**src/rtl/bbox_msg_reader.sv**
```systemverilog
`default_nettype none
// ============================================================================
// bbox_msg_reader : Avalon-MM master draining the bounding-box message FIFO
// Optional feature: BBOX_EMPTY_FILTER_EN drops empty (min > max) boxes.
// Revision: 1.0
// ============================================================================
module bbox_msg_reader #(
   parameter int unsigned POLL_INTERVAL = 64,
   parameter logic [31:0] EXPECTED_ID   = 32'h1234EEE2,
   parameter logic [31:0] MSG_ID        = 32'h00524242
) (
   input  logic        clk,
   input  logic        reset,
   input  logic        enable,
   output logic        m_chipselect,
   output logic        m_read,
   output logic        m_write,
   output logic [2:0]  m_address,
   output logic [31:0] m_writedata,
   input  logic [31:0] m_readdata,
   output logic        bb_valid,
   output logic [10:0] bb_x_min,
   output logic [10:0] bb_y_min,
   output logic [10:0] bb_x_max,
   output logic [10:0] bb_y_max,
   output logic [15:0] bb_count,
   output logic [7:0]  sync_err_count,
   output logic        id_error
);

   localparam int CNT_W = (POLL_INTERVAL > 1) ? $clog2(POLL_INTERVAL) : 1;
   localparam logic [CNT_W-1:0] POLL_LOAD = CNT_W'(POLL_INTERVAL - 1);

   typedef enum logic [3:0] {
      ID_RD, ID_CAP, FLUSH, POLL_WAIT, STAT_RD, STAT_CAP, HDR_RD, HDR_CAP,
      TL_RD, TL_CAP, BR_RD, BR_CAP, DELIVER, ERROR
   } state_t;

   state_t           state;
   logic [CNT_W-1:0] poll_cnt;
   logic [10:0]      sh_x_min, sh_y_min, sh_x_max, sh_y_max;
   logic             deliver_ok;

`ifdef BBOX_EMPTY_FILTER_EN
   assign deliver_ok = !((sh_x_min > sh_x_max) || (sh_y_min > sh_y_max));
`else
   assign deliver_ok = 1'b1;
`endif

   // Bus strobes decode straight from the state register so the ID read lands in
   // the very first cycle out of reset; reset masks them so any access aborts at once.
   always_comb begin
      m_chipselect = 1'b0;
      m_read       = 1'b0;
      m_write      = 1'b0;
      m_address    = 3'd0;
      m_writedata  = 32'h0;
      if (!reset) begin
         case (state)
            ID_RD: begin
               m_chipselect = 1'b1;
               m_read       = 1'b1;
               m_address    = 3'd2;
            end
            FLUSH: begin
               m_chipselect = 1'b1;
               m_write      = 1'b1;
               m_writedata  = 32'h0000_0010;
            end
            STAT_RD: begin
               m_chipselect = 1'b1;
               m_read       = 1'b1;
            end
            HDR_RD, TL_RD, BR_RD: begin
               m_chipselect = 1'b1;
               m_read       = 1'b1;
               m_address    = 3'd1;
            end
            default: ;
         endcase
      end
   end

   always_ff @(posedge clk) begin
      if (reset) begin
         state          <= ID_RD;
         poll_cnt       <= '0;
         sh_x_min       <= '0;
         sh_y_min       <= '0;
         sh_x_max       <= '0;
         sh_y_max       <= '0;
         bb_valid       <= 1'b0;
         bb_x_min       <= '0;
         bb_y_min       <= '0;
         bb_x_max       <= '0;
         bb_y_max       <= '0;
         bb_count       <= '0;
         sync_err_count <= '0;
         id_error       <= 1'b0;
      end else begin
         bb_valid <= 1'b0;
         case (state)
            ID_RD:  state <= ID_CAP;
            ID_CAP: begin
               if (m_readdata != EXPECTED_ID) begin
                  state    <= ERROR;
                  id_error <= 1'b1;
               end else begin
                  state <= FLUSH;
               end
            end
            FLUSH: begin
               state    <= POLL_WAIT;
               poll_cnt <= POLL_LOAD;
            end
            POLL_WAIT: begin
               if (poll_cnt != '0)
                  poll_cnt <= poll_cnt - CNT_W'(1);
               else if (enable)
                  state <= STAT_RD;
            end
            STAT_RD:  state <= STAT_CAP;
            STAT_CAP: begin
               if (m_readdata[15:8] >= 8'd3) begin
                  state <= HDR_RD;
               end else begin
                  state    <= POLL_WAIT;
                  poll_cnt <= POLL_LOAD;
               end
            end
            HDR_RD:  state <= HDR_CAP;
            HDR_CAP: begin
               if (m_readdata == MSG_ID) begin
                  state <= TL_RD;
               end else begin
                  // Drop one word per pass until a header lines up again.
                  if (sync_err_count != 8'hFF)
                     sync_err_count <= sync_err_count + 8'd1;
                  state <= STAT_RD;
               end
            end
            TL_RD:  state <= TL_CAP;
            TL_CAP: begin
               sh_x_min <= m_readdata[26:16];
               sh_y_min <= m_readdata[10:0];
               state    <= BR_RD;
            end
            BR_RD:  state <= BR_CAP;
            BR_CAP: begin
               sh_x_max <= m_readdata[26:16];
               sh_y_max <= m_readdata[10:0];
               state    <= DELIVER;
            end
            DELIVER: begin
               if (deliver_ok) begin
                  bb_x_min <= sh_x_min;
                  bb_y_min <= sh_y_min;
                  bb_x_max <= sh_x_max;
                  bb_y_max <= sh_y_max;
                  bb_valid <= 1'b1;
                  bb_count <= bb_count + 16'd1;
               end
               state <= STAT_RD;
            end
            ERROR:   state <= ERROR;
            default: state <= ID_RD;
         endcase
      end
   end

endmodule
`default_nettype wire
```
**config.mk**
```make
export PLATFORM = sky130hd
export DESIGN_NAME = bbox_msg_reader
export DESIGN_NICKNAME = d
export VERILOG_FILES = /design/src/rtl/bbox_msg_reader.sv
export SDC_FILE = /design/constraint.sdc
export NUM_CORES = 1
export LEC_CHECK = 0
export BUFFER_PORTS_ARGS = -buffer_cell sky130_fd_sc_hd__buf_4
export CORE_AREA = 4 4 103 105
export CTS_CLUSTER_SIZE = 40
export DETAILED_ROUTE_END_ITERATION = 12
export DIE_AREA = 0 0 107 109
export HOLD_SLACK_MARGIN = 0.08
export PLACE_DENSITY = 0.95
export SLEW_MARGIN = 40
export SYNTH_ARGS = -nofsm -noshare
export SYNTH_HDL_FRONTEND = slang
export SYNTH_SLANG_ARGS = --single-unit
```
**constraint.sdc**
```tcl
create_clock -name clk -period 4.05 [get_ports clk]
set_clock_uncertainty 0.05 [all_clocks]
set_input_delay 0.2025 -clock clk [delete_from_list [all_inputs] [get_ports clk]]
set_output_delay 0.2025 -clock clk [all_outputs]
set_load 0.02 [all_outputs]
```
After elaboration in Yosys (flattened, before gate mapping) --
Cells that the tools add are included. Widths: inputs -> output; s select.
Word-level totals: input bits 35, register bits after elaboration 124
Operators by class: equal/unequal tests 20, magnitude comparators 1, multiplexer cells 20, reduce and logical (&&, ||, !) cells 10, bitwise gates (word level) 1, add/subtract/negate cells 3
Operators with widths (count):
- $pmux 4 s14 | 1
- $eq 32x23->1 const B | 1
- $mux 32 | 1
- $ne 32x29->1 const B | 1
- $eq 4x4->1 const B | 6
- $pmux 6 s3 | 1
- $add 16x1->16 const B | 1
- $eq 4x3->1 const B | 4
- $mux 4 | 4
- $mux 6 | 2
- $add 8x1->8 const B | 1
- $eq 4x2->1 const B | 2
- $ge 8x2->1 const B | 1
- $ne 2x2->1 const B | 4
- $ne 8x8->1 const B | 1
- $mux 1 | 7
- $mux 3 | 2
- $reduce_and 3->1 | 2
- $reduce_bool 6->1 | 1
- $reduce_or 6->1 | 1
- $sub 6x1->6 const B | 1
- $mux 5 | 1
- $reduce_or 5->1 | 1
- $eq 4x1->1 const B | 1
- other kinds (6) | 7

Logic depth before layout (Yosys ltp) --
depth in word-level cells 4, gate-level depth with buffers 7, gate-level depth less buffers 6

Least setup slack after synthesis --
OpenSTA, ideal clock, no wires.
path type register -> output, start point register state[2], end point output m_writedata[4], arrival 1619 ps, stages on the path, launching flop included 5, data required time 3798 ps, setup slack 2179 ps, path buffers 2, cell sequence dfxtp_1 buf_6 or3b_4 nor3_1 buf_4
On the way: cells in the longest elaborated chain, start to end 3
RTL lines:
- from (decl) | line 39 | state_t state;
- from (signal assigned) | line 86 | state <= ID_RD;
- from (signal assigned) | line 103 | ID_RD: state <= ID_CAP;
- from (signal assigned) | line 106 | state <= ERROR;
- $eq 4x2->1 | line 59 | case (state)
- $mux 5 | line 59
- $mux 32 | line 58 | if (!reset) begin
- to (decl) | line 19 | output logic [31:0] m_writedata,
Every way passes these cells.

Worst setup path in the final report --
start point register state[1], end point output m_write
On the way: cells in the longest elaborated chain, start to end 3
RTL lines:
- $eq 4x2->1 | line 59
- $mux 1 | line 59
- $mux 1 | line 58
- to (decl) | line 17 | output logic m_write,
Every way passes these cells.

==> metrics.txt <==
static leakage power 0.00264 µW; number of diodes 0; sequential-to-total area share from yosys stat 0.468; Yosys warning total 0; synthesized area per cell ~8 µm²; clock share of power 0.435; most frequent cells in the layout 192 x nand2_1, 124 x dfxtp_1, 116 x buf_4; via count 5224; core box area roughly 9600 µm²; Cell variety after synth 52; GRT Total Usage 0.271; grt total ovfl 0; VDD IR max 0.000297 V; Power Density between 500 and 600 nW/µm²; vias per inst 5.65; Yosys reg bits 124; asr flop ratio synth 0; clk_lat worst skew 510 ps; crit end category primary output; Final Slew Violations 0; critical path arrival 2190 ps; R2R Setup Slk 1690 ps; Max Cap Viol 0; post-layout util 0.715; area delta synth->final 30.1%; TNS Setup 0 ps; antenna violations before repair 0; slew margin rel. 0.447; CTS tree done; min cycle time layout 2450 ps; largest net degree at the start of global routing 72; Filler cells 660; Root Driver clkbuf_8; Sw Share 0.296; final wirelength 15800 µm; sw power between 1000 and 1500 µW; Setup Viol. Count Final 0; Ports 143; Critical Path End m_write; post-DP HPWL 9480 µm; RSZ-0062 raised after global routing false; Crit Path Max Fanout 19; CTS Buf Count 17; post-synthesis cell area 5300 µm²; Hold WC Path Type primary input to flip-flop; Detail Route Antenna Nets 0; layout cells sized above 1 0.202; startpoint types flip-flop; top_reg_cell synth dfxtp_1; CTS H-tree lvls 4; WL/cell 17.1 µm; crit path kind flip-flop to primary output; # DRC 0; Initial Util 0.550; Seq pwr share 0.390; crit path from state[1]; Least-Margin Pin Slew 827 ps; outcome finished clean; EDFF count, synth 0; Reg2Reg Launch Point state[0]; Logic pwr share 0.175; PnR worst setup slack 1600 ps; Bufs on Longest Clock Path 2; pre-CTS setup slack 1790 ps; die extent in x ~110 µm; Mapped Cells 666; Port Buffers 110; reg2reg path depth 5; gpl congestion between 0.8 and 0.9; Final Hold Viols 0; commonest non-fill, non-tap cell in the layout nand2_1; clock slew at reported path FFs about 60 ps; Crit Reg-Reg Endpoint bb_count[15]; maximum clock rate 409 MHz; worst path required time 3800 ps; Die Height around 110 µm; drt first pass iters 7; die area 11700 µm²; period utilization 0.604; Nets between 800 and 900; first-pass GRT wire length 24700 µm; Int Pwr approximately 2600 µW; vias in the first global route 4886; Sink Count about 120; num rows 36; total design power 3640 µW; First DRT Iteration DRCs between 400 and 500
==> synth_stat cells (all sizes together) (5+ instances only) <==
master / n / area [µm²]
and2: 5 / 31.3
nor2b: 5 / 31.3
buf: 43 / 302
or3: 7 / 43.8
a21oi: 107 / 536
clkbuf: 32 / 123
nor2: 27 / 101
xor2: 9 / 78.8
nor4: 8 / 56.3
nand4: 11 / 75.1
nor3: 14 / 70.1
nand3: 6 / 30.0
inv: 7 / 26.3
xnor2: 6 / 52.6
nand2b: 5 / 31.3
o21ai: 8 / 43.8
nand2: 192 / 721
dfxtp: 124 / 2480
==> logic make-up after synthesis <==
logic type | Yosys count | synth area share
other | 1 | 0.000708
adder cells (fa/ha/maj) | 4 | 0.00945
XOR/XNOR | 15 | 0.0248
buffers and inverters | 82 | 0.0850
flip-flops | 124 | 0.468
AND/OR/NAND/NOR | 304 | 0.263
AO/OA/AOI/OAI | 131 | 0.138
multiplexers | 5 | 0.0104
==> state kept, by name, summed over array words and instances (netlist names) <==
name            count
bb_count           16
bb_valid            1
bb_x_max           11
bb_x_min           11
bb_y_max           11
bb_y_min           11
id_error            1
poll_cnt            6
sh_x_max           11
sh_x_min           11
sh_y_max           11
sh_y_min           11
state               4
sync_err_count      8
==> cell type report <==
cell class,count,area (µm²),area share
clock buffer,19,432,0.0626
clock inverter,13,191,0.0278
inverter,7,26.3,0.00381
multi-input combinational,491,2500,0.363
sequential,124,2480,0.360
tap,133,166,0.0241
timing repair buffer,138,1090,0.158
==> layer usage <==
| layer | share of wire | vias up | GRT usage |
|---|---|---|---|
| met5 | 0 | - | 0 |
| met4 | 0.051 | 0 | 0.127 |
| met3 | 0.084 | 79 | 0.0740 |
| met2 | 0.50 | 328 | 0.472 |
| met1 | 0.36 | 2414 | 0.309 |
| li1 | - | 2403 | - |
==> metrics by stage <==
| stage | instances | area (µm²) | hold WS [ps] |
|---|---|---|---|
| final | 925 | 6890 | 131 |
| after global routing | 925 | 6890 | 160 |
| after CTS | 925 | 6890 | 109 |
| after detailed placement | 871 | 6040 | 394 |
| after global placement | 871 | 6040 | 387 |
| after floorplan | 697 | 5420 | 288 |
==> worst min-delay path by stage <==
stage	start	endpoint	slack, ps	depth (start not counted)
after global routing	m_readdata[31]	state[1]	160	5
after floorplan	m_readdata[16]	sh_x_max[0]	290	2
after global placement	id_error	id_error	390	2
after detailed placement	sh_y_max[7]	bb_y_max[7]	390	2
final	m_readdata[31]	state[1]	130	5
after CTS	m_readdata[31]	state[1]	110	5
==> critical path, cell delays in order (launching register included) <==
cell and delay [ps]:
dfxtp_1 760, or3b_4 490, nor3_1 230, buf_4 200
==> power by group through the flow <==
stage / Sequential, µW / Combinational [µW] / Clock (µW)
4_1_cts: 1420 / 621 / 1580
3_5_place_dp: 1440 / 591 / 0
6_report: 1420 / 637 / 1590
3_3_place_gp: 1430 / 580 / 0
5_1_grt: 1440 / 698 / 1660
2_1_floorplan: 1380 / 513 / 0
==> timing repair <==
action	4_1_cts	5_1_grt
gates resized for setup	0	0
hold buffers	22	0
setup buffers	0	0
endpoints found under the setup margin	0	0
hold endpoints to repair	44	0
(Power assumes the default switching activity.)
